[src/rtl/com_data_loader.sv]
// rtl/com_data_loader.sv - host->processor link receiver that streams words into the shared data memory
module com_data_loader #(
    parameter int DATA_W    = 16,
    parameter int ADDR_W    = 12,
    parameter int BASE_ADDR = 0,
    parameter int MAX_WORDS = 4096
) (
    input  logic              clk,
    input  logic              rstn,
    input  logic [DATA_W-1:0] com_data_in,
    input  logic              data_write_start,
    input  logic              data_write_done,
    input  logic              load_ack,
    output logic              mem_we,
    output logic [ADDR_W-1:0] mem_addr,
    output logic [DATA_W-1:0] mem_wdata,
    output logic [ADDR_W:0]   word_count,
    output logic              load_done,
    output logic              overflow,
    output logic [1:0]        state
);

    typedef enum logic [1:0] {
        ST_IDLE  = 2'b00,
        ST_LOAD  = 2'b01,
        ST_DONE  = 2'b10,
        ST_ERROR = 2'b11
    } state_e;

    localparam logic [ADDR_W-1:0] BASE   = ADDR_W'(BASE_ADDR);
    localparam logic [ADDR_W:0]   MAX_WC = (ADDR_W+1)'(MAX_WORDS);

    state_e             state_q, state_d;
    logic               mem_we_q, mem_we_d;
    logic [ADDR_W-1:0]  mem_addr_q, mem_addr_d;
    logic [DATA_W-1:0]  mem_wdata_q, mem_wdata_d;
    logic [ADDR_W:0]    word_count_q, word_count_d;
    logic               load_done_q, load_done_d;
    logic               overflow_q, overflow_d;
    // Final word has been sampled; its write is on the bus this cycle.
    logic               last_q, last_d;
    logic               sample;

    always_comb begin
        state_d      = state_q;
        mem_we_d     = 1'b0;
        mem_addr_d   = mem_addr_q;
        mem_wdata_d  = mem_wdata_q;
        word_count_d = word_count_q;
        load_done_d  = load_done_q;
        overflow_d   = overflow_q;
        last_d       = last_q;
        sample       = 1'b0;

        case (state_q)
            ST_IDLE: begin
                if (data_write_start) begin
                    sample  = 1'b1;
                    state_d = ST_LOAD;
                end
            end
            ST_LOAD: begin
                if (last_q) begin
                    state_d     = ST_DONE;
                    load_done_d = 1'b1;
                    last_d      = 1'b0;
                end else if (data_write_start || data_write_done) begin
                    sample = 1'b1;
                end
            end
            ST_DONE: begin
                if (load_ack) begin
                    state_d      = ST_IDLE;
                    load_done_d  = 1'b0;
                    word_count_d = '0;
                    mem_addr_d   = BASE;
                end
            end
            default: ;
        endcase

        // The sampled word becomes the registered write presented on the next cycle.
        if (sample) begin
            if (word_count_q == MAX_WC) begin
                overflow_d = 1'b1;
                state_d    = ST_ERROR;
            end else begin
                mem_we_d     = 1'b1;
                mem_addr_d   = BASE + word_count_q[ADDR_W-1:0];
                mem_wdata_d  = com_data_in;
                word_count_d = word_count_q + 1'b1;
                if (data_write_done) begin
                    last_d = 1'b1;
                end
            end
        end
    end

    always_ff @(posedge clk or negedge rstn) begin
        if (!rstn) begin
            state_q      <= ST_IDLE;
            mem_we_q     <= 1'b0;
            mem_addr_q   <= BASE;
            mem_wdata_q  <= '0;
            word_count_q <= '0;
            load_done_q  <= 1'b0;
            overflow_q   <= 1'b0;
            last_q       <= 1'b0;
        end else begin
            state_q      <= state_d;
            mem_we_q     <= mem_we_d;
            mem_addr_q   <= mem_addr_d;
            mem_wdata_q  <= mem_wdata_d;
            word_count_q <= word_count_d;
            load_done_q  <= load_done_d;
            overflow_q   <= overflow_d;
            last_q       <= last_d;
        end
    end

    assign mem_we     = mem_we_q;
    assign mem_addr   = mem_addr_q;
    assign mem_wdata  = mem_wdata_q;
    assign word_count = word_count_q;
    assign load_done  = load_done_q;
    assign overflow   = overflow_q;
    assign state      = state_q;

endmodule

[config.mk]
export PLATFORM = sky130hd
export DESIGN_NAME = com_data_loader
export DESIGN_NICKNAME = d
export VERILOG_FILES = /design/src/rtl/com_data_loader.sv
export SDC_FILE = /design/constraint.sdc
export NUM_CORES = 1
export LEC_CHECK = 0
export ABC_AREA = 1
export BUFFER_PORTS_ARGS = -buffer_cell sky130_fd_sc_hd__buf_2
export CAP_MARGIN = 5
export CORE_MARGIN = 2
export CORE_UTILIZATION = 45
export CTS_BUF_LIST = sky130_fd_sc_hd__clkbuf_4
export CTS_CLUSTER_SIZE = 25
export DETAILED_ROUTE_END_ITERATION = 8
export PLACE_DENSITY = 0.68
export SYNTH_ARGS = -nofsm -noshare
export SYNTH_HDL_FRONTEND = slang
export SYNTH_SLANG_ARGS = --single-unit
export TNS_END_PERCENT = 100
[constraint.sdc]
create_clock -name clk -period 1.7 [get_ports clk]
set_input_delay 0.34 -clock clk [delete_from_list [all_inputs] [get_ports clk]]
set_output_delay 0.34 -clock clk [all_outputs]
set_load 0.005 [all_outputs]
==> metrics.csv, run 1 <==
stage,metric,value,unit
floorplan,core,5140,um2
worst_setup_path,cpMaxStageDelayCell,dfrtp_1,
timing,finalSetupTns,0,ps
synth,synth_nets,328,
pwr,leakage,0.00175,uW
floorplan,fp.dieH,77.4,um
routing,drc,0,
pwr,p_total,4270,uW
floorplan,initial_core_util,47.1,%
floorplan,rows,26,
timing,period_needed,1510,ps
floorplan,die_area,5990,um2
synth,netlist_area,2420,um2
synth,yosys_register_bits,47,
clock_network,cts_tree,built,
worst_setup_path,r2r-start,word_count[1]$_DFF_PN0_,
worst_setup_path,reg2regPathDepth,9,
worst_setup_path,path_max_fanout,18,
global_route,grt_use_total,19.3,%
pwr,p_seq_share,39.4,%
floorplan,io_pins,67,
final_layout,layout_common_cells,"nand2_1 (128), buf_2 (66), dfrtp_1 (47)",
final_layout,fillCellCount,525,
routing,drt-initial-drc-count,83,
final_layout,nets,411,
global_route,grt_max_degree,48,
routing,antenna_left,0,
timing,relSlewSlack,74.8,%
timing,hold_violations,0,
status,run_status,"complete, no violations",
global_route,grt_pass1_wl,9.27,mm
worst_setup_path,rrSetupSlack,190,ps
worst_setup_path,critical_path_arrival,1820,ps
synth,avgSynthCellArea,7.94,um2
timing,report.final.setup_viol,0,
place,hpwl,3.87,mm
timing,rsz0062_at_grt,no,
final_layout,antenna_cells,0,
synth,yosysWarnings,0,
final_layout,final_util,58.6,%
floorplan,die_w,77.4,um
min_path,holdCritStartpoint,com_data_in[4],
timing,finalCritPeriodShare,88.9,%
min_path,holdPathStages,3,
clock_network,root_buffer,clkbuf_4,
final_layout,stdcell_area,3010,um2
pwr,p_sw_share,41.3,%
place,post_dp_cell_area,2900,um2
clock_network,cts_buffers,5,
clock_network,worstSkewPairLatency,370,ps
pwr,p_int,2500,uW
place,place_worst_setup_slack,93.6,ps
pwr,p_sw,1760,uW
pwr,combPwrFrac,47.9,%
synth,synthCells,305,
final_layout,area_delta_synth_final,24.3,%
place,io_buffer_count,66,
routing,routed_wl,5.49,mm
worst_setup_path,critical_path.top_delay_family,simple AND/OR/NAND/NOR gates,
pwr,p_clk_share,12.7,%
place,gp_congestion,0.851,
worst_setup_path,timing.rr.end,mem_wdata[12]$_DFFE_PN0P_,
timing,worst_pin_slew,377,ps
worst_setup_path,critPathLaunchType,register,
worst_setup_path,critPathRequiredTime,2010,ps
global_route,grt_overflow,0,
worst_setup_path,max_stage_delay,400,ps
routing,vias_per_cell,4.60,
clock_network,clk_pin_slew_worst_paths,150,ps
worst_setup_path,cp_cell_sequence,inv_1 -> ha_1 -> nand3_1 -> nor2_1 -> nand2_1 -> nand2_4 -> buf_12 -> nand2_1 -> nand2_1,
global_route,antenna_found_initial,0,
routing,vias,2112,
synth,synth_cell_type_count,21,
timing,finalWorstSetupSlack,188,ps
pwr,power.density,1420,nW/um2
min_path,hold_path_end,mem_wdata[4]$_DFFE_PN0P_,
worst_setup_path,worst_path_most_repeated_cell,nand2_1,
clock_network,ctsLongestPathBuffers,2,
routing,firstDrtPassIters,4,
timing,finalClockSkew,21.2,ps
worst_setup_path,worstSetupEndpointType,register,
timing,max_freq,662,MHz
final_layout,layout_commonest_cell,nand2_1,
clock_network,cts.htree.levels,2,
clock_network,clock_sinks,47,
routing,wl_per_cell,12.0,um
final_layout,drive_above_1_share,31.9,%
global_route,grt_pass1_vias,1968,
worst_setup_path,cp_num_buf_inv,2,
run,maxCapViolCount,0,
min_path,hp-class,input pin to register,
timing,slew_viol_final,0,
pwr,ir_worst_vdd,0.000735,V
worst_setup_path,crit_type,register to register,
synth,ys_seq_area_share,48.6,%
[power groups by stage]
stage / clock network [uW] / registers [uW] / logic [uW]
after global routing: 588 / 1730 / 2310
after global placement: 0 / 1700 / 1900
after detailed placement: 0 / 1710 / 1940
final: 540 / 1680 / 2040
after CTS: 551 / 1690 / 1950
after floorplan: 0 / 1720 / 1280
[worst max-delay path by stage]
stage | startpoint | depth (start not counted) | end
2_1_floorplan | word_count[1]$_DFF_PN0_ | 10 | mem_addr[6]$_DFF_PN0_
3_3_place_gp | word_count[0]$_DFF_PN0_ | 9 | mem_wdata[0]$_DFFE_PN0P_
3_5_place_dp | state[1]$_DFF_PN0_ | 5 | mem_wdata[2]$_DFFE_PN0P_
4_1_cts | word_count[1]$_DFF_PN0_ | 9 | mem_wdata[2]$_DFFE_PN0P_
5_1_grt | word_count[1]$_DFF_PN0_ | 9 | mem_addr[10]$_DFF_PN0_
6_report | word_count[1]$_DFF_PN0_ | 9 | mem_wdata[12]$_DFFE_PN0P_
[per-layer routing]
layer	wire length (um)	track usage [%]	vias up	share of wire (%)
li1	-	-	1090	-
met1	2530	27.2	963	46
met2	2620	30.4	54	48
met3	272	4.07	5	5.0
met4	65	5.54	0	1.2
met5	0	0	-	0
[cell type report]
cell class                 count  area, um2  share of cell area, %
timing repair buffer          86        520                   17.3
clock inverter                 2       12.5                  0.415
sequential                    47       1180                   39.1
tap                           70       87.6                   2.91
multi-input combinational    216       1050                   34.9
clock buffer                   6       45.0                   1.50
inverter                      32        120                   3.99
[cell families after synthesis]
kind of cell / Yosys count / synth area share, %
AO/OA/AOI/OAI: 14 / 4.75
XOR/XNOR: 7 / 2.53
adder cells (fa/ha/maj): 2 / 1.03
buffers and inverters: 43 / 8.88
flip-flops: 47 / 48.6
AND/OR/NAND/NOR: 192 / 34.2
[sequential cells by signal, summed over array words and instances (netlist names)]
register / flops
last_q: 1
word_count: 13
load_done: 1
overflow: 1
mem_we: 1
state: 2
mem_wdata: 16
mem_addr: 12
[tightest hold or removal path: stages]
cell,delay (ps)
buf_2,70
nand2_1,40
nand2_1,40
[per-stage QoR]
stage / instances / hold WS (ps)
2_1_floorplan: 305 / 44.4
3_3_place_gp: 445 / 344
3_5_place_dp: 445 / 343
4_1_cts: 454 / 146
5_1_grt: 459 / 145
6_report: 459 / 146
[synthesized netlist by cell type, drive strengths merged]
| master | number | area (um2) |
|---|---|---|
| ha | 2 | 25.0 |
| nand4 | 2 | 12.5 |
| nand3 | 23 | 120 |
| a21oi | 1 | 16.3 |
| buf | 11 | 95.1 |
| nor2 | 25 | 109 |
| xor2 | 7 | 61.3 |
| o21ai | 13 | 98.9 |
| dfrtp | 47 | 1180 |
| inv | 32 | 120 |
| nor3 | 1 | 16.3 |
| nand2 | 141 | 572 |
[repair_timing]
action,CTS,global route
endpoints found under the hold margin,47,0
gates resized for setup,0,3
setup endpoints to repair,0,24
hold buffers,1,0
buffers inserted,0,4
Note: power is estimated with default switching activity, not from simulation.
==> run 2, diff against run 1 <==
Clock period 1.7 ns to 1.5 ns, I/O delays scaled along.
==> metrics.csv, run 2 (synthesis results as in run 1) <==
stage,metric,value,unit,change
routing,wl_per_cell,12.3,um,was 12.0 um
timing,worst_pin_slew,290,ps,was 377 ps
min_path,hold_path_end,mem_wdata[9]$_DFFE_PN0P_,,was mem_wdata[4]$_DFFE_PN0P_
global_route,grt_pass1_wl,9.51,mm,was 9.27 mm
worst_setup_path,critical_path_arrival,1770,ps,was 1820 ps
floorplan,fp.dieH,77.4,um,unchanged
min_path,holdPathStages,3,,unchanged
worst_setup_path,rrSetupSlack,30,ps,was 190 ps
min_path,holdCritStartpoint,com_data_in[9],,was com_data_in[4]
worst_setup_path,cp_num_buf_inv,2,,unchanged
timing,slew_viol_final,0,,unchanged
routing,firstDrtPassIters,4,,unchanged
timing,hold_violations,0,,unchanged
timing,report.final.setup_viol,0,,unchanged
floorplan,io_pins,67,,unchanged
final_layout,layout_commonest_cell,nand2_1,,unchanged
min_path,hp-class,input pin to register,,unchanged
timing,finalCritPeriodShare,98.1,%,was 88.9%
worst_setup_path,path_max_fanout,16,,was 18
place,dp_cells,450,,was 445
timing,max_freq,679,MHz,was 662 MHz
routing,drc,0,,unchanged
floorplan,rows,26,,unchanged
status,run_status,"complete, no violations",,unchanged
worst_setup_path,timing.rr.end,mem_addr[10]$_DFF_PN0_,,was mem_wdata[12]$_DFFE_PN0P_
worst_setup_path,critical_path.top_delay_family,simple AND/OR/NAND/NOR gates,,unchanged
clock_network,ctsLongestPathBuffers,2,,unchanged
worst_setup_path,r2r-start,word_count[0]$_DFF_PN0_,,was word_count[1]$_DFF_PN0_
global_route,grt_pass1_vias,2060,,was 1968
clock_network,worstSkewPairLatency,360,ps,was 370 ps
floorplan,initial_core_util,47.1,%,unchanged
clock_network,cts.htree.levels,2,,unchanged
timing,finalSetupTns,0,ps,unchanged
timing,holdWs,118,ps,was 146 ps
routing,drt-initial-drc-count,126,,was 83
global_route,grt_overflow,0,,unchanged
run,maxCapViolCount,0,,unchanged
place,place_worst_setup_slack,-71.4,ps,was 93.6 ps
timing,finalWorstSetupSlack,27.8,ps,was 188 ps
final_layout,largest_reg_flops,16,,unchanged
worst_setup_path,critPathLaunchType,register,,unchanged
clock_network,cts_buffers,5,,unchanged
timing,period_needed,1470,ps,was 1510 ps
place,io_buffer_count,66,,unchanged
floorplan,core,5140,um2,unchanged
timing,relSlewSlack,80.7,%,was 74.8%
final_layout,final_util,60.3,%,was 58.6%
final_layout,layout_common_cells,"nand2_1 (127), buf_2 (66), dfrtp_1 (47)",,"was nand2_1 (128), buf_2 (66), dfrtp_1 (47)"
worst_setup_path,reg2regPathDepth,9,,unchanged
final_layout,fin_cells,467,,was 459
worst_setup_path,cpMaxStageDelayCell,dfrtp_1,,unchanged
timing,rsz0062_at_grt,yes,,was no
worst_setup_path,setup.worst_path.start,word_count[0]$_DFF_PN0_,,was word_count[1]$_DFF_PN0_
pwr,ir_worst_vdd,0.000987,V,was 0.000735 V
worst_setup_path,crit_type,register to register,,unchanged
clock_network,root_buffer,clkbuf_4,,unchanged
global_route,grt_use_total,19.8,%,was 19.3%
pwr,power.density,1600,nW/um2,was 1420 nW/um2
routing,antenna_left,0,,unchanged
final_layout,area_delta_synth_final,28.0,%,was 24.3%
final_layout,antenna_cells,0,,unchanged
timing,finalClockSkew,13.9,ps,was 21.2 ps
clock_network,cts_tree,built,,unchanged
pwr,leakage,0.00179,uW,was 0.00175 uW
floorplan,die_w,77.4,um,unchanged
worst_setup_path,cp_cell_sequence,inv_1 -> ha_2 -> nand3_1 -> nor2_1 -> nand2_2 -> nand2_4 -> buf_12 -> nand2_1 -> o21ai_2,,was inv_1 -> ha_1 -> nand3_1 -> nor2_1 -> nand2_1 -> nand2_4 -> buf_12 -> nand2_1 -> nand2_1
global_route,grt_max_degree,48,,unchanged
clock_network,clock_sinks,47,,unchanged
routing,vias_per_cell,4.64,,was 4.60
final_layout,fillCellCount,513,,was 525
final_layout,drive_above_1_share,34.0,%,was 31.9%
place,hpwl,3.92,mm,was 3.87 mm
floorplan,die_area,5990,um2,unchanged
routing,vias,2165,,was 2112
routing,routed_wl,5.76,mm,was 5.49 mm
worst_setup_path,worstSetupEndpointType,register,,unchanged
clock_network,clk_pin_slew_worst_paths,140,ps,was 150 ps
global_route,antenna_found_initial,0,,unchanged
place,gp_congestion,0.894,,was 0.851
worst_setup_path,critPathRequiredTime,1790,ps,was 2010 ps
final_layout,nets,419,,was 411
worst_setup_path,max_stage_delay,410,ps,was 400 ps
==> run 2: worst max-delay path by stage <==
stage	to	slack (ps)	cells after the start
floorplan	mem_addr[6]$_DFF_PN0_	20	10
CTS	mem_wdata[13]$_DFFE_PN0P_	3	9
global route	word_count[12]$_DFF_PN0_	-80	10
detailed placement	mem_wdata[7]$_DFFE_PN0P_	-70	9
finish	mem_addr[10]$_DFF_PN0_	30	9
global placement	mem_wdata[2]$_DFFE_PN0P_	-20	9
==> run 2: metrics by stage <==
| step | area [um2] | power (uW) |
|---|---|---|
| 5_1_grt | 3100 | 5410 |
| 4_1_cts | 3010 | 4810 |
| 3_3_place_gp | 2930 | 4140 |
| 6_report | 3100 | 4970 |
| 3_5_place_dp | 2930 | 4190 |
| 2_1_floorplan | 2420 | 3400 |
==> run 2: power by group <==
group          internal [uW]  switching, uW  total [uW]
clock network            173            409         582
logic                   1100           1400        2500
registers               1640            240        1880
==> run 2: repair_timing <==
item	CTS	global route
setup buffers	0	5
hold buffers	1	0
cloned	1	2
pin swaps	1	4
gates resized for setup	3	6
hold endpoints to repair	47	0
setup endpoints to repair	23	34
==> run 2: worst min-delay path, delay by kind of cell <==
kind          cells  cell delay [ps]
simple gates      2               90
buf+inv           1               70
==> run 2: area by class of cell <==
cell class / count / area (um2) / share of cell area [%]
Clock buffer: 5 / 37.5 / 1.21
Clock inverter: 3 / 15.0 / 0.484
Timing Repair Buffer: 93 / 598 / 19.3
Inverter: 32 / 120 / 3.87
Tap cell: 70 / 87.6 / 2.82
Sequential cell: 47 / 1180 / 37.9
Multi-Input combinational cell: 217 / 1070 / 34.4
==> run 2: per-layer routing <==
| layer | share of wire [%] | global-route usage (%) | routed length [um] | up-vias |
|---|---|---|---|---|
| li1 | - | - | - | 1112 |
| met4 | 1.1 | 5.00 | 65 | 0 |
| met5 | 0 | 0 | 0 | - |
| met1 | 46 | 25.7 | 2660 | 996 |
| met3 | 4.7 | 4.42 | 269 | 7 |
| met2 | 48 | 33.7 | 2760 | 50 |
==> run 3, diff against run 2 <==
Settings changed: CORE_ASPECT_RATIO set to 1.1, PLACE_DENSITY 0.68 to unset, PLACE_DENSITY_LB_ADDON set to 0.3.
==> metrics.csv, run 3 (synthesis results as in run 1) <==
stage,metric,value,unit,change
min_path,holdCritStartpoint,com_data_in[7],,was com_data_in[9]
routing,antenna_left,0,,unchanged
clock_network,ctsLongestPathBuffers,2,,unchanged
timing,finalWorstSetupSlack,30.7,ps,was 27.8 ps
clock_network,clk_pin_slew_worst_paths,160,ps,was 140 ps
global_route,grt_max_degree,48,,unchanged
place,gp_congestion,0.787,,was 0.894
routing,vias_per_cell,4.66,,was 4.64
floorplan,rows,28,,was 26
global_route,grt_use_total,19.5,%,was 19.8%
pwr,leakage,0.00179,uW,about the same
global_route,antenna_found_initial,0,,unchanged
clock_network,cts.htree.levels,2,,unchanged
worst_setup_path,worstSetupEndpointType,register,,unchanged
timing,relSlewSlack,75.8,%,was 80.7%
place,place_worst_setup_slack,-75.0,ps,was -71.4 ps
final_layout,fin_cells,469,,was 467
worst_setup_path,path_max_fanout,8,,was 16
timing,max_freq,681,MHz,was 679 MHz
place,dp_cells,456,,was 450
routing,drc,0,,unchanged
routing,drt-initial-drc-count,106,,was 126
global_route,grt_pass1_wl,8.95,mm,was 9.51 mm
final_layout,layout_common_cells,"nand2_1 (127), buf_2 (66), dfrtp_1 (45)",,"was nand2_1 (127), buf_2 (66), dfrtp_1 (47)"
global_route,grt_overflow,0,,unchanged
routing,wl_per_cell,12.2,um,was 12.3 um
pwr,power.density,1620,nW/um2,was 1600 nW/um2
clock_network,clock_sinks,47,,unchanged
place,post_dp_cell_area,2960,um2,was 2930 um2
place,hpwl,3.85,mm,was 3.92 mm
final_layout,seq_area,1180,um2,about the same
final_layout,fillCellCount,497,,was 513
final_layout,final_util,59.5,%,was 60.3%
floorplan,core,5290,um2,was 5140 um2
worst_setup_path,r2r-start,word_count[0]$_DFF_PN0_,,unchanged
floorplan,initial_core_util,45.8,%,was 47.1%
final_layout,largest_reg_flops,16,,unchanged
min_path,hp-class,input pin to register,,unchanged
floorplan,die_area,5990,um2,about the same
worst_setup_path,critical_path_arrival,1750,ps,was 1770 ps
timing,period_needed,1470,ps,about the same
final_layout,drive_above_1_share,35.5,%,was 34.0%
clock_network,root_buffer,clkbuf_4,,unchanged
timing,slew_viol_final,0,,unchanged
final_layout,layout_commonest_cell,nand2_1,,unchanged
clock_network,cts_tree,built,,unchanged
floorplan,die_w,74.0,um,was 77.4 um
floorplan,io_pins,67,,unchanged
worst_setup_path,critPathLaunchType,register,,unchanged
pwr,p_total,5110,uW,was 4970 uW
clock_network,cts_buffers,5,,unchanged
floorplan,fp.dieH,81.0,um,was 77.4 um
final_layout,area_delta_synth_final,30.0,%,was 28.0%
routing,routed_wl,5.71,mm,was 5.76 mm
final_layout,nets,416,,was 419
timing,hold_violations,0,,unchanged
worst_setup_path,setup.worst_path.start,word_count[0]$_DFF_PN0_,,unchanged
place,io_buffer_count,66,,unchanged
worst_setup_path,critPathRequiredTime,1780,ps,was 1790 ps
clock_network,worstSkewPairLatency,380,ps,was 360 ps
routing,firstDrtPassIters,5,,was 4
worst_setup_path,crit_type,register to register,,unchanged
timing,finalClockSkew,13.1,ps,was 13.9 ps
timing,report.final.setup_viol,0,,unchanged
status,run_status,"complete, no violations",,unchanged
pwr,ir_worst_vdd,0.000867,V,was 0.000987 V
global_route,grt_pass1_vias,1961,,was 2060
final_layout,antenna_cells,0,,unchanged
run,maxCapViolCount,0,,unchanged
final_layout,multi_input_area,1090,um2,was 1070 um2
timing,worst_pin_slew,362,ps,was 290 ps
routing,vias,2184,,was 2165
final_layout,stdcell_area,3150,um2,was 3100 um2
timing,finalCritPeriodShare,98.0,%,was 98.1%
run 3: final cells by class:
class                           instances  share of cell area (%)
Clock buffer                            5                    1.19
Clock inverter                          3                   0.795
Inverter                               32                    3.81
Multi-Input combinational cell        216                    34.6
Sequential cell                        47                    37.4
Tap cell                               75                    2.98
Timing Repair Buffer                   91                    19.2
run 3: final timing paths:
check	endpoint	slack, ps	depth (start not counted)
worst max-delay path	mem_addr[9]$_DFF_PN0_	30	8
worst min-delay path	mem_wdata[7]$_DFFE_PN0P_	100	3
worst max register to register	mem_addr[9]$_DFF_PN0_	30	8
worst min register to register	load_done$_DFFE_PN0P_	480	2
max in group asynchronous	state[1]$_DFF_PN0_	850	3
min in group asynchronous	word_count[12]$_DFF_PN0_	410	3
run 3: repair_timing:
action	in CTS	in global routing
cloned	1	2
hold buffers	1	0
pin swaps	1	3
hold endpoints to repair	47	0
resized for setup	3	13
buffers inserted	0	1
endpoints found under the setup margin	22	34
run 3: through the flow:
stage | hold slack (ps) | setup TNS [ps]
global placement | 304 | -318
CTS | 87.9 | 0
finish | 99.6 | 0
detailed placement | 305 | -1120
floorplan | 4.41 | 0
global route | 80.9 | -1260
run 3: critical path, cell delays in order (launching register included):
cell and delay, ps:
dfrtp_1 400, inv_1 80, ha_2 180, nand3_1 80
nor2_1 130, nand2_2 120, nand2_8 150, clkbuf_16 170
o21ai_2 50
run 3: per-layer routing:
metal	vias up	track usage (%)	part of all wire, %
met5	-	0	0
met4	0	6.36	1.0
met3	4	3.60	5.6
met2	70	32.9	51
met1	1009	25.2	43
li1	1101	-	-
run 3: power breakdown:
part           switching (uW)  internal (uW)  total (uW)
logic                    1420           1160        2590
clock network             445            189         634
registers                 246           1650        1890
total                    2110           3000        5110
